==> config.mk <==
export PLATFORM = sky130hd
export DESIGN_NAME = invader_formation_flat
export DESIGN_NICKNAME = d
export VERILOG_FILES = /design/src/rtl/invader_formation_if.sv /design/src/rtl/invader_formation.sv /design/src/flat_wrapper.sv
export SDC_FILE = /design/constraint.sdc
export NUM_CORES = 1
export LEC_CHECK = 0
export CORE_MARGIN = 4
export CORE_UTILIZATION = 35
export CTS_BUF_LIST = sky130_fd_sc_hd__clkbuf_4
export CTS_CLUSTER_DIAMETER = 60
export CTS_CLUSTER_SIZE = 30
export DETAILED_ROUTE_END_ITERATION = 10
export PLACE_DENSITY = 0.62
export SLEW_MARGIN = 20
export SYNTH_ARGS = -nofsm -noshare
export SYNTH_HDL_FRONTEND = slang
export SYNTH_SLANG_ARGS = --single-unit
==> constraint.sdc <==
create_clock -name frame_clk -period 25.1 [get_ports frame_clk]
set_input_delay 5.02 -clock frame_clk [delete_from_list [all_inputs] [get_ports frame_clk]]
set_output_delay 5.02 -clock frame_clk [all_outputs]
set_load 0.02 [all_outputs]
==> src/rtl/invader_formation_if.sv <==
// Bus between the invader formation controller and its neighbours: game control
// and shot inputs flow in, formation origin / alive map / hit report flow out.
// master = shot logic / game control side, slave = invader_formation.
interface invader_formation_if #(
   parameter int ROWS = 5,
   parameter int COLS = 10
);
   localparam int N  = ROWS * COLS;
   localparam int CW = $clog2(N + 1);
   localparam int IW = $clog2(N);

   logic          Restart;
   logic [9:0]    StartX;
   logic [9:0]    StartY;
   logic [9:0]    InvaderS;
   logic          ShotValid;
   logic [9:0]    ShotX;
   logic [9:0]    ShotY;
   logic [9:0]    ShotW;
   logic [9:0]    ShotH;
   logic [9:0]    FormX;
   logic [9:0]    FormY;
   logic [N-1:0]  Alive;
   logic [CW-1:0] AliveCount;
   logic          HitValid;
   logic [IW-1:0] HitIdx;
   logic          AllDead;

   modport master (
      output Restart, StartX, StartY, InvaderS,
      output ShotValid, ShotX, ShotY, ShotW, ShotH,
      input  FormX, FormY, Alive, AliveCount, HitValid, HitIdx, AllDead
   );

   modport slave (
      input  Restart, StartX, StartY, InvaderS,
      input  ShotValid, ShotX, ShotY, ShotW, ShotH,
      output FormX, FormY, Alive, AliveCount, HitValid, HitIdx, AllDead
   );
endinterface

==> src/rtl/invader_formation.sv <==
// ROWS x COLS invader grid controller: alive bitmap, shared origin, left/right
// march with alive-count dependent speed, and single-kill-per-frame shot resolution.
// Optional feature macro: INVADER_DESCEND_EN (grid drops STEP_Y at each wall).
module invader_formation #(
   parameter int ROWS        = 5,
   parameter int COLS        = 10,
   parameter int CELL_W      = 25,
   parameter int CELL_H      = 20,
   parameter int STEP_X      = 15,
   parameter int STEP_Y      = 10,
   parameter int X_LEFT      = 0,
   parameter int X_RIGHT     = 639,
   parameter int DELAY_MIN   = 2,
   parameter int DELAY_SHIFT = 2
) (
   input logic                frame_clk,
   input logic                Reset,
   invader_formation_if.slave bus
);
   localparam int N    = ROWS * COLS;
   localparam int CW   = $clog2(N + 1);
   localparam int IW   = $clog2(N);
   localparam int COLW = $clog2(COLS + 1);
   // Edge and overlap arithmetic is widened past 10 bits so sums never wrap.
   localparam int EW   = 12;
   localparam int TW   = 16;

   typedef enum logic [1:0] {
      MARCH_R = 2'd0,
      MARCH_L = 2'd1,
`ifdef INVADER_DESCEND_EN
      DESCEND = 2'd2,
`endif
      HALT    = 2'd3
   } state_t;

   state_t          state_q, state_d;
   logic [9:0]      FormX_q, FormX_d;
   logic [9:0]      FormY_q, FormY_d;
   logic [N-1:0]    Alive_q, Alive_d;
   logic [CW-1:0]   AliveCount_q, AliveCount_d;
   logic            AllDead_q, AllDead_d;
   logic            HitValid_q, HitValid_d;
   logic [IW-1:0]   HitIdx_q, HitIdx_d;
   logic [TW-1:0]   counter_q, counter_d;
`ifdef INVADER_DESCEND_EN
   logic            dir_q, dir_d;     // 1: the march before DESCEND was rightward
`endif

   logic            rst_s;
   logic [COLS-1:0] col_alive_s;
   logic [COLW-1:0] first_col_s, last_col_s;
   logic [EW-1:0]   left_edge_s, right_edge_s;
   logic [TW-1:0]   delay_s;
   logic            step_s;
   logic [N-1:0]    hit_vec_s;
   logic            hit_found_s;
   logic [IW-1:0]   hit_idx_s;

   function automatic logic [CW-1:0] popcount(input logic [N-1:0] v);
      logic [CW-1:0] n;
      n = {CW{1'b0}};
      for (int i = 0; i < N; i++) begin
         n = n + {{(CW-1){1'b0}}, v[i]};
      end
      return n;
   endfunction

   // Does the sprite box of cell idx intersect the shot box (half-open, both non-empty)?
   function automatic logic cell_overlaps(input int idx, input logic [9:0] fx, input logic [9:0] fy,
                                          input logic [9:0] size, input logic [9:0] sx,
                                          input logic [9:0] sy, input logic [9:0] sw,
                                          input logic [9:0] sh);
      logic [EW-1:0] cx, cy;
      cx = EW'(fx) + EW'((idx % COLS) * CELL_W);
      cy = EW'(fy) + EW'((idx / COLS) * CELL_H);
      return (size != 10'd0) && (sw != 10'd0) && (sh != 10'd0)
          && (cx < EW'(sx) + EW'(sw)) && (EW'(sx) < cx + EW'(size))
          && (cy < EW'(sy) + EW'(sh)) && (EW'(sy) < cy + EW'(size));
   endfunction

   assign rst_s = Reset | bus.Restart;

   // Column occupancy and the first/last live column that set the march bounds.
   always_comb begin
      col_alive_s = {COLS{1'b0}};
      first_col_s = {COLW{1'b0}};
      last_col_s  = {COLW{1'b0}};
      for (int c = 0; c < COLS; c++) begin
         for (int r = 0; r < ROWS; r++) begin
            col_alive_s[c] = col_alive_s[c] | Alive_q[r*COLS + c];
         end
      end
      for (int c = COLS - 1; c >= 0; c--) begin
         first_col_s = col_alive_s[c] ? COLW'(c) : first_col_s;
      end
      for (int c = 0; c < COLS; c++) begin
         last_col_s = col_alive_s[c] ? COLW'(c) : last_col_s;
      end
      left_edge_s  = EW'(FormX_q) + EW'(int'(first_col_s) * CELL_W);
      right_edge_s = EW'(FormX_q) + EW'(int'(last_col_s) * CELL_W) + EW'(bus.InvaderS);
   end

   // Candidate cells for this frame's shot, against the pre-step origin.
   always_comb begin
      hit_vec_s = {N{1'b0}};
      for (int i = 0; i < N; i++) begin
         hit_vec_s[i] = bus.ShotValid & Alive_q[i]
                      & cell_overlaps(i, FormX_q, FormY_q, bus.InvaderS,
                                      bus.ShotX, bus.ShotY, bus.ShotW, bus.ShotH);
      end
   end

   // Lowest flat index among the candidates is the single kill.
   always_comb begin
      hit_found_s = |hit_vec_s;
      hit_idx_s   = {IW{1'b0}};
      for (int i = N - 1; i >= 0; i--) begin
         hit_idx_s = hit_vec_s[i] ? IW'(i) : hit_idx_s;
      end
   end

   // Step timer, march FSM and kill bookkeeping; bounds and delay use pre-kill Alive.
   always_comb begin
      state_d      = state_q;
      FormX_d      = FormX_q;
      FormY_d      = FormY_q;
      counter_d    = counter_q;
`ifdef INVADER_DESCEND_EN
      dir_d        = dir_q;
`endif
      delay_s      = TW'(DELAY_MIN) + TW'(AliveCount_q >> DELAY_SHIFT);
      step_s       = (counter_q >= delay_s);

      if (AllDead_q) begin
         state_d = HALT;
      end else begin
         counter_d = step_s ? {TW{1'b0}} : counter_q + {{(TW-1){1'b0}}, 1'b1};
         if (step_s) begin
            case (state_q)
               MARCH_R: begin
                  if (right_edge_s >= EW'(X_RIGHT)) begin
`ifdef INVADER_DESCEND_EN
                     dir_d   = 1'b1;
                     state_d = DESCEND;
`else
                     state_d = MARCH_L;
`endif
                  end else if (right_edge_s + EW'(STEP_X) <= EW'(X_RIGHT)) begin
                     FormX_d = FormX_q + 10'(STEP_X);
                  end else begin
                     FormX_d = FormX_q + 10'(EW'(X_RIGHT) - right_edge_s);
                  end
               end
               MARCH_L: begin
                  if (left_edge_s <= EW'(X_LEFT)) begin
`ifdef INVADER_DESCEND_EN
                     dir_d   = 1'b0;
                     state_d = DESCEND;
`else
                     state_d = MARCH_R;
`endif
                  end else if (left_edge_s >= EW'(X_LEFT + STEP_X)) begin
                     FormX_d = FormX_q - 10'(STEP_X);
                  end else begin
                     FormX_d = FormX_q - 10'(left_edge_s - EW'(X_LEFT));
                  end
               end
`ifdef INVADER_DESCEND_EN
               DESCEND: begin
                  FormY_d = FormY_q + 10'(STEP_Y);
                  state_d = dir_q ? MARCH_L : MARCH_R;
               end
`endif
               HALT: begin
                  state_d = HALT;
               end
               default: begin
                  state_d = MARCH_R;
               end
            endcase
         end else begin
            state_d = state_q;
         end
      end

      Alive_d      = hit_found_s ? (Alive_q & ~({{(N-1){1'b0}}, 1'b1} << hit_idx_s)) : Alive_q;
      AliveCount_d = popcount(Alive_d);
      AllDead_d    = (Alive_d == {N{1'b0}});
      HitValid_d   = hit_found_s;
      HitIdx_d     = hit_found_s ? hit_idx_s : HitIdx_q;
   end

   // State register; Reset or Restart wins over any pending hit or step.
   always_ff @(posedge frame_clk) begin
      if (rst_s) begin
         state_q      <= MARCH_R;
         FormX_q      <= bus.StartX;
         FormY_q      <= bus.StartY;
         Alive_q      <= {N{1'b1}};
         AliveCount_q <= CW'(N);
         AllDead_q    <= 1'b0;
         HitValid_q   <= 1'b0;
         HitIdx_q     <= {IW{1'b0}};
         counter_q    <= {TW{1'b0}};
`ifdef INVADER_DESCEND_EN
         dir_q        <= 1'b0;
`endif
      end else begin
         state_q      <= state_d;
         FormX_q      <= FormX_d;
         FormY_q      <= FormY_d;
         Alive_q      <= Alive_d;
         AliveCount_q <= AliveCount_d;
         AllDead_q    <= AllDead_d;
         HitValid_q   <= HitValid_d;
         HitIdx_q     <= HitIdx_d;
         counter_q    <= counter_d;
`ifdef INVADER_DESCEND_EN
         dir_q        <= dir_d;
`endif
      end
   end

   assign bus.FormX      = FormX_q;
   assign bus.FormY      = FormY_q;
   assign bus.Alive      = Alive_q;
   assign bus.AliveCount = AliveCount_q;
   assign bus.AllDead    = AllDead_q;
   assign bus.HitValid   = HitValid_q;
   assign bus.HitIdx     = HitIdx_q;
endmodule
==> src/flat_wrapper.sv <==
// flat-port wrapper written by rule: the top's interface ports become plain ports
module invader_formation_flat 
#(
   parameter int ROWS        = 5,
   parameter int COLS        = 10,
   parameter int CELL_W      = 25,
   parameter int CELL_H      = 20,
   parameter int STEP_X      = 15,
   parameter int STEP_Y      = 10,
   parameter int X_LEFT      = 0,
   parameter int X_RIGHT     = 639,
   parameter int DELAY_MIN   = 2,
   parameter int DELAY_SHIFT = 2
)
  (frame_clk, Reset, bus_Restart, bus_StartX, bus_StartY, bus_InvaderS, bus_ShotValid, bus_ShotX, bus_ShotY, bus_ShotW, bus_ShotH, bus_FormX, bus_FormY, bus_Alive, bus_AliveCount, bus_HitValid, bus_HitIdx, bus_AllDead);
  invader_formation_if #(.ROWS(ROWS), .COLS(COLS)) bus_i ();
  input logic frame_clk;
  input logic Reset;
  input wire logic [$bits(bus_i.Restart)-1:0] bus_Restart;
  input wire logic [$bits(bus_i.StartX)-1:0] bus_StartX;
  input wire logic [$bits(bus_i.StartY)-1:0] bus_StartY;
  input wire logic [$bits(bus_i.InvaderS)-1:0] bus_InvaderS;
  input wire logic [$bits(bus_i.ShotValid)-1:0] bus_ShotValid;
  input wire logic [$bits(bus_i.ShotX)-1:0] bus_ShotX;
  input wire logic [$bits(bus_i.ShotY)-1:0] bus_ShotY;
  input wire logic [$bits(bus_i.ShotW)-1:0] bus_ShotW;
  input wire logic [$bits(bus_i.ShotH)-1:0] bus_ShotH;
  output wire logic [$bits(bus_i.FormX)-1:0] bus_FormX;
  output wire logic [$bits(bus_i.FormY)-1:0] bus_FormY;
  output wire logic [$bits(bus_i.Alive)-1:0] bus_Alive;
  output wire logic [$bits(bus_i.AliveCount)-1:0] bus_AliveCount;
  output wire logic [$bits(bus_i.HitValid)-1:0] bus_HitValid;
  output wire logic [$bits(bus_i.HitIdx)-1:0] bus_HitIdx;
  output wire logic [$bits(bus_i.AllDead)-1:0] bus_AllDead;
  assign bus_i.Restart = bus_Restart;
  assign bus_i.StartX = bus_StartX;
  assign bus_i.StartY = bus_StartY;
  assign bus_i.InvaderS = bus_InvaderS;
  assign bus_i.ShotValid = bus_ShotValid;
  assign bus_i.ShotX = bus_ShotX;
  assign bus_i.ShotY = bus_ShotY;
  assign bus_i.ShotW = bus_ShotW;
  assign bus_i.ShotH = bus_ShotH;
  assign bus_FormX = bus_i.FormX;
  assign bus_FormY = bus_i.FormY;
  assign bus_Alive = bus_i.Alive;
  assign bus_AliveCount = bus_i.AliveCount;
  assign bus_HitValid = bus_i.HitValid;
  assign bus_HitIdx = bus_i.HitIdx;
  assign bus_AllDead = bus_i.AllDead;
  invader_formation #(.ROWS(ROWS), .COLS(COLS), .CELL_W(CELL_W), .CELL_H(CELL_H), .STEP_X(STEP_X), .STEP_Y(STEP_Y), .X_LEFT(X_LEFT), .X_RIGHT(X_RIGHT), .DELAY_MIN(DELAY_MIN), .DELAY_SHIFT(DELAY_SHIFT)) u_core (.frame_clk(frame_clk), .Reset(Reset), .bus(bus_i));
endmodule
==> results.yml, run 1 <==
setup_path:
  cp_max_fo: 13
  r2r_slack_ns: 12.23
  critPathArrivalTime_ns: 17.13
  crit_required_ns: 25.54
  start_kind: "primary input"
  cpMaxStageDelayCell: "clkdlybuf4s50_1"
  worstSetupEndpointType: "flop"
  critPathMaxStageDelay_ns: 0.87
  criticalPathCategory: "primary input to flop"
  r2r_cells: 39
  cpMostUsedCell: "fa_1"
  reg2reg_to: "u_core.bus.AliveCount[4]"
  r2r_start: "u_core.bus.FormX[3]"
route:
  route.detailed.wl_per_inst_um: 21.95
  route.final.wire_length_um: 83390
  highest_layer: "met5"
  ant_nets: 0
  wl_met2_um: 35240
  route.met3.wl_um: 7493
  drt-pass1-iter-count: 6
  wl_met1_um: 38080
  via_per_inst: 5.782
  drt-initial-drc-count: 1961
  vias: 21965
  drt_drc_violations_left: 0
clocking:
  worstSkewPairLatency_ns: 0.56
  cts_max_level: 3
  clock-sinks: 102
  ctsResizeCount: 0
  cts_root_buf: "clkbuf_4"
  clk_pin_slew_ns: 0.17
  cts_tree: "built"
  cts_buffers: 9
  hold_buffers: 0
  max-clock-path-buffers: 2
  cts_setup_buffers: 0
placement:
  gp_congestion: 0.9969
  dp.final_hpwl_um: 65140
  io_buffers: 157
  place_inst: 3782
worst_hold_path:
  min_path_cells: 2
  min_to: "u_core.bus.HitIdx[3]"
  min_path_type: "flop to flop"
  hold_start: "u_core.bus.HitIdx[3]"
floorplanning:
  ios: 158
  dieHeight_um: 261.3
  die_area_sq_um: 68300
  coreArea_sq_um: 63310
  die_w_um: 261.3
  rows: 92
  start_util: 0.3548
final_layout:
  syn2layout_area_growth_pct: 12.68
  multiInputGateArea_sq_um: 19300
  seqCellArea_sq_um: 2242
  final_cells: 3799
  drive_gt1_frac: 0.03591
  layout.nets: 3592
  fill_cells: 6528
logic_synthesis:
  netlist.area_leader.share: 0.2829
  ys_seq_area_frac: 0.09981
  synth_seq_cells: 102
  ys_async_sr_fraction: 0
  ys_top_cells_by_area: "ha_1 (28%), dfxtp_1 (7.3%), fa_1 (5.6%)"
  yosys_warnings: 0
  synth-edff-count: 20
  synth_top_cell_by_area: "ha_1"
  synth_area_sq_um: 22460
  avgSynthCellArea_sq_um: 8.046
  synth_cell_types: 105
  synth_ff_type: "dfxtp_1"
  syn_inst: 2792
global_routing:
  track_usage: 0.2375
  antenna_found_initial: 2
  grt_pass1_wl_um: 126200
  grt_overflow_total: 0
  grt_pass1_vias: 21059
  grt_max_degree: 60
timing:
  grt_setup_unrepaired: "no"
  hold_viol: 0
  skew_ns: 0.02246
  maxSlewHeadroom: 0.2801
  post-route-min-period_ns: 16.68
  finalSetupTns_ns: 0
  timing.fmax_mhz: 59.94
  finalCritPeriodShare: 0.6646
  setup_viol_count_final: 0
  tightest_slew_ns: 1.076
  final-max-slew-violation-count: 0
outcome:
  run_status: "completed"
job:
  maxCapViolCount: 0
## Yosys cell counts, types with 12 or more instances
library cell and instances:
a211oi_1 36, and2_1 28, fa_1 63, xnor2_1 134, nand2_1 208, inv_1 198
clkbuf_1 27, o211ai_1 23, a31oi_1 20, xor2_1 105, o21ai_1 22, o21a_1 44
edfxtp_1 20, nor4_1 24, o31ai_1 14, o21ai_0 178, nand3_1 79, o2111ai_1 14
and3_1 27, or3_1 12, nor2b_1 32, nand4_1 26, nor2_1 173, o21bai_1 39
nor3_1 41, a211o_1 13, a21o_1 75, a21oi_1 242, ha_1 508, nand2b_1 50
dfxtp_1 82
## through the flow
stage | instance area (sq um) | hold slack (ns) | util | worst slack, ns
finish | 25310 | 0.4748 | 0.3998 | 8.418
global route | 25310 | 0.5024 | 0.3998 | 8.024
CTS | 25300 | 0.4798 | 0.3996 | 8.611
detailed placement | 25170 | 0.4593 | 0.3976 | 7.959
global placement | 25170 | 0.4539 | 0.3976 | 8.074
floorplan | 22480 | 0.4372 | - | 10.09
## worst max-delay path: cells and delay by family
kind            cells  cell delay [ns]
fa+ha+maj          11             5.18
compound gates     16             3.91
simple gates        8             1.64
buf+inv             4             1.08
xor+xnor            2             0.25
## kinds of logic after synthesis
logic type | count (synthesis) | share of synthesized area
simple gates | 753 | 0.1658
xor+xnor | 239 | 0.09318
buf+inv | 251 | 0.04406
compound gates | 868 | 0.2547
mux | 7 | 0.003230
fa+ha+maj | 571 | 0.3391
flops | 102 | 0.09981
other cells | 1 | 0.0001669
## registers in the layout, summed over array words and instances, names as in the netlist
register               flops
u_core.bus.Alive          50
u_core.bus.AliveCount      6
u_core.bus.AllDead         1
u_core.bus.FormX          10
u_core.bus.FormY          10
u_core.bus.HitIdx          6
u_core.bus.HitValid        1
u_core.counter_q          16
u_core.state_q             2
## cell usage in the layout, fill, tap and decap left out, drive strengths merged, types with 44 or more instances in the layout
cell type      instances
nor2                 173
ha                   508
a21o                  75
fa                    63
clkdlybuf4s50        157
o21a                  44
nand2b                50
xor2                 105
nand2                208
dfxtp                 82
nand3                 80
inv                  204
xnor2                134
a21oi                245
o21ai                201
## worst max-delay path by stage
stage / start / to / slack, ns
after floorplan: bus_ShotW[1] / u_core.bus.AliveCount[4] / 10.09
after global placement: bus_ShotX[3] / u_core.bus.AliveCount[4] / 8.07
after detailed placement: bus_ShotX[3] / u_core.bus.AliveCount[4] / 7.96
after CTS: bus_InvaderS[1] / u_core.bus.AliveCount[4] / 8.61
after global routing: bus_InvaderS[1] / u_core.bus.AliveCount[4] / 8.02
final: bus_InvaderS[1] / u_core.bus.AliveCount[4] / 8.42
## final cells by class
type | instances | share of cell area
Multi-Input combinational cell | 2443 | 0.7626
Sequential cell | 102 | 0.08858
Timing Repair Buffer | 191 | 0.07217
Tap cell | 846 | 0.04182
Inverter | 200 | 0.02966
Clock buffer | 10 | 0.002966
Clock inverter | 6 | 0.002076
Antenna cell | 1 | 0.00009886
## metal layers
metal | global-route usage | up-vias
met1 | 0.3375 | 10209
met5 | 0 | -
met3 | 0.04352 | 162
met4 | 0.06881 | 2
met2 | 0.3673 | 998
li1 | - | 10594
Power of run 1 is not shown: default switching activity piles up to over one toggle a cycle in this logic, so the estimate is an artifact.
==> run 2, diff against run 1 <==
- clock period: 25.1 -> 16.6 ns (I/O delays scaled with it)
==> run 2 against run 1 <==
Effect of this change:
- first-iteration DRC count up 2.6%
- worst setup slack worse by 6.3 ns
- via count up 0.65%
- global-route usage down 0.097 points
- die area unchanged
- worst hold slack worse by 0.0053 ns
- utilization up 0.14 points
- sequential cell count unchanged
- cell count up 0.47%
- non-clock buffer count up 17
==> results.yml, run 2 (synthesis gave the netlist of run 1 again) <==
global_routing:
  grt_max_degree: 60
  grt_pass1_wl_um: 125400
  grt_pass1_vias: 21395
  antenna_found_initial: 4
  track_usage: 0.2365
  grt_overflow_total: 0
final_layout:
  fill_cells: 6573
  layout_common_cells: "ha_1 (508), a21oi_1 (242), nand2_1 (208)"
  multiInputGateArea_sq_um: 19280
  final_area_sq_um: 25400
  final_common_cell: "ha_1"
  fin_util: 0.4012
  largest_reg_flops: 50
  syn2layout_area_growth_pct: 13.08
  layout.nets: 3609
  seqCellArea_sq_um: 2242
  drive_gt1_frac: 0.03942
floorplanning:
  ios: 158
  die_area_sq_um: 68300
  coreArea_sq_um: 63310
  start_util: 0.3548
  dieHeight_um: 261.3
  rows: 92
  die_w_um: 261.3
setup_path:
  r2r_slack_ns: 3.96
  criticalPathCategory: "primary input to flop"
  cpMaxStageDelayCell: "o31ai_1"
  worstSetupEndpointType: "flop"
  cpMostUsedCell: "fa_1"
  crit_required_ns: 17.01
  cp_max_fo: 13
  critPathArrivalTime_ns: 14.90
  critPathMaxStageDelay_ns: 0.95
  start_kind: "primary input"
  r2r_start: "u_core.bus.FormX[3]"
  crit_start: "bus_ShotX[0]"
  r2r_cells: 39
  reg2reg_to: "u_core.bus.AliveCount[4]"
timing:
  tightest_slew_ns: 1.188
  timing.fmax_mhz: 69.00
  final-max-slew-violation-count: 0
  setup_viol_count_final: 0
  grt_setup_unrepaired: "no"
  finalSetupTns_ns: 0
  hold_viol: 0
  maxSlewHeadroom: 0.2012
  post-route-min-period_ns: 14.49
  finalCritPeriodShare: 0.8731
  skew_ns: 0.03103
clocking:
  cts_buffers: 9
  ctsResizeCount: 0
  clk_pin_slew_ns: 0.16
  cts_tree: "built"
  cts_root_buf: "clkbuf_4"
  worstSkewPairLatency_ns: 0.53
  hold_buffers: 0
  cts_max_level: 3
  max-clock-path-buffers: 2
  clock-sinks: 102
  cts_setup_buffers: 0
worst_hold_path:
  min_path_type: "flop to flop"
  min_to: "u_core.bus.HitIdx[3]"
  min_path_cells: 2
  hold_start: "u_core.bus.HitIdx[3]"
route:
  drt_drc_violations_left: 0
  via_per_inst: 5.792
  ant_nets: 0
  vias: 22108
  route.final.wire_length_um: 83010
  drt-pass1-iter-count: 6
  drt-initial-drc-count: 2012
  route.detailed.wl_per_inst_um: 21.75
placement:
  io_buffers: 157
  gp_congestion: 1.006
  dp.final_hpwl_um: 66400
  postPlaceCellArea_sq_um: 25280
outcome:
  run_status: "completed"
job:
  maxCapViolCount: 0
[run 2: worst max-delay path, delay by kind of cell]
family | cells | cell delay, ns
fa+ha+maj | 12 | 5.25
compound gates | 13 | 3.53
buf+inv | 5 | 0.93
simple gates | 6 | 0.93
xor+xnor | 2 | 0.90
[run 2: stage by stage]
| stage | instances | setup WS, ns | hold slack (ns) |
|---|---|---|---|
| 6_report | 3817 | 2.107 | 0.4695 |
| 5_1_grt | 3816 | 1.545 | 0.4965 |
| 4_1_cts | 3814 | 2.416 | 0.4704 |
| 3_5_place_dp | 3799 | 1.798 | 0.4515 |
| 3_3_place_gp | 3799 | 1.846 | 0.4539 |
| 2_1_floorplan | 2796 | 3.288 | 0.4372 |
[run 2: area by class of cell]
cell class / count / area share
multi-input cells: 2443 / 0.7588
flip-flops and latches: 102 / 0.08827
repair buffers: 208 / 0.07694
well taps: 846 / 0.04167
inverters: 200 / 0.02955
clock buffers: 12 / 0.003546
clock inverters: 3 / 0.0008866
diodes: 3 / 0.0002955
[run 2: how the worst max path moves through the flow]
stage | end | slack [ns] | cells after the start
5_1_grt | u_core.bus.AliveCount[4] | 1.55 | 39
6_report | u_core.bus.AliveCount[4] | 2.11 | 38
3_3_place_gp | u_core.bus.AliveCount[4] | 1.85 | 42
3_5_place_dp | u_core.bus.AliveCount[4] | 1.80 | 38
4_1_cts | u_core.bus.AliveCount[4] | 2.42 | 38
2_1_floorplan | u_core.bus.AliveCount[4] | 3.29 | 37
[run 2: layer usage]
metal	vias up	global-route usage	routed length (um)	share of wire
met5	-	0	0	0
met4	0	0.08008	3131	0.038
met3	207	0.04874	7649	0.092
met2	1003	0.3711	35700	0.43
met1	10267	0.3239	36530	0.44
li1	10631	-	-	-
Power of run 2 is left out for the same reason.
==> patch: new RTL, flow settings as in run 1 <==
Set the localparam `EW` to 14 (it was 12).
--- a/src/rtl/invader_formation.sv
+++ b/src/rtl/invader_formation.sv
@@ -24,3 +24,3 @@
    // Edge and overlap arithmetic is widened past 10 bits so sums never wrap.
-   localparam int EW   = 12;
+   localparam int EW   = 14;
    localparam int TW   = 16;
Check against the original RTL: not settled (the Yosys comparison gave no result); the edit may change what the design does.
==> patch against run 1 <==
Maximum frequency down 2.5%. Worst setup slack lost 430 ps. Clock skew rose by 91 ps. Synthesized area grew 4.2%. Wire length grew 6.5%. Via count grew 5.8%. Sequential cell count stayed put. First-iteration DRC count rose by 6.6%. Final area is 4.1% higher.
Power is left out: the tool's default activity adds up to more than one toggle a clock period on the data nets, which glitch-free logic cannot reach.
==> patch: results (changes against run 1) <==
STA
The actual slew at the worst max-slew pin is 1172 ps (+95.62 ps).

Setup path
On the critical path, the stage with the largest delay is an instance of a21boi_1. The slack of the worst reg-to-reg path is 12020 ps (-210 ps). The arrival time at the worst endpoint is 17570 ps (+440 ps). The path depth of the worst reg2reg path was 43 (+10%). Tracing the worst setup path back leads to its startpoint at bus_ShotX[0]. The maximum cell stage delay along the critical path was 970 ps (+100 ps).

Drt
The final routed wire length divided by cell count is 22.64 um (+3.2%). The detailed-routing iteration count for the pre-antenna-repair pass was 7 (+1).

GRT
The initial antenna violation count is 1 (-1). The pin count of the biggest net entering global routing came to 52 (-13%). The combined global-route utilization of all metal layers is 24.22% (+0.48 points).

The number of global-route vias before repair came to 22458 (+6.6%).

Placement
The post-placement setup slack is 7600 ps (-358.8 ps). The instance area after placement is 0.02619 sq mm (+4.1%). The detailed placement HPWL is 70460 um (+8.2%).

The instance count after placement with tap cells included is 3904 (+3.2%). The final estimated routing congestion in global placement was 0.9899 (-0.70%).

Logic synthesis
After synthesis, the most frequently instantiated cells are ha_1, a21oi_1, nand2_1. The number of library cell types mapped by synthesis is 99 (-5.7%). Sorting the synthesized cells by area gives the leading types as ha_1, dfxtp_1, fa_1.

Final layout
The number of multi-input combinational cells in the layout was 2542 (+4.1%). The final core utilization is 39.93% (-0.048 points). The share of cell area taken by multi-input logic gates is 76.83% (+0.56 points). The count of filler cells inserted in the layout is 6799 (+4.2%).

The clock network area share is 0.5698% (+0.066 points). The flip-flop and latch share of the layout cell area is 8.509% (-0.35 points). The count of nets after finishing came to 3697 (+2.9%).

The non-clock buffer contribution to total cell area is 7.189% (-0.027 points).

Min path
The start point of the worst min-delay path is u_core.bus.HitIdx[2]. For hold timing, the worst endpoint is u_core.bus.HitIdx[2].

Outcome
The run finished with clean final reports.
patch: cell count changes in the layout (fill, tap and decap cells not counted), moves of 10 or more:
cell	change
a21oi_1	-18
nor2_1	+12
o21ai_1	-16
o31ai_1	+10
o211a_1	+13
o21ai_0	-27
a21o_1	+33
or4_1	+10
and3_1	+15
patch: cell families (layout without fill, tap and decap cells):
family | count (synthesis) | after routing | synth area share, %
AND/OR/NAND/NOR | 802 | 802 | 17.24
buffers and inverters | 250 | 412 | 4.082
AO/OA/AOI/OAI | 913 | 913 | 27.12
other | 1 | 6 | 0.01602
adder cells (fa/ha/maj) | 572 | 572 | 32.59
multiplexers | 3 | 3 | 0.1389
flip-flops | 102 | 102 | 9.576
XOR/XNOR | 247 | 247 | 9.239
patch: per-layer routing:
layer,up-vias,share of wire (%),GRT usage [%]
met2,898,44,38.85
met1,11027,44,32.62
li1,11082,-,-
met4,0,4.8,9.809
met5,-,0,0
met3,226,6.9,3.752
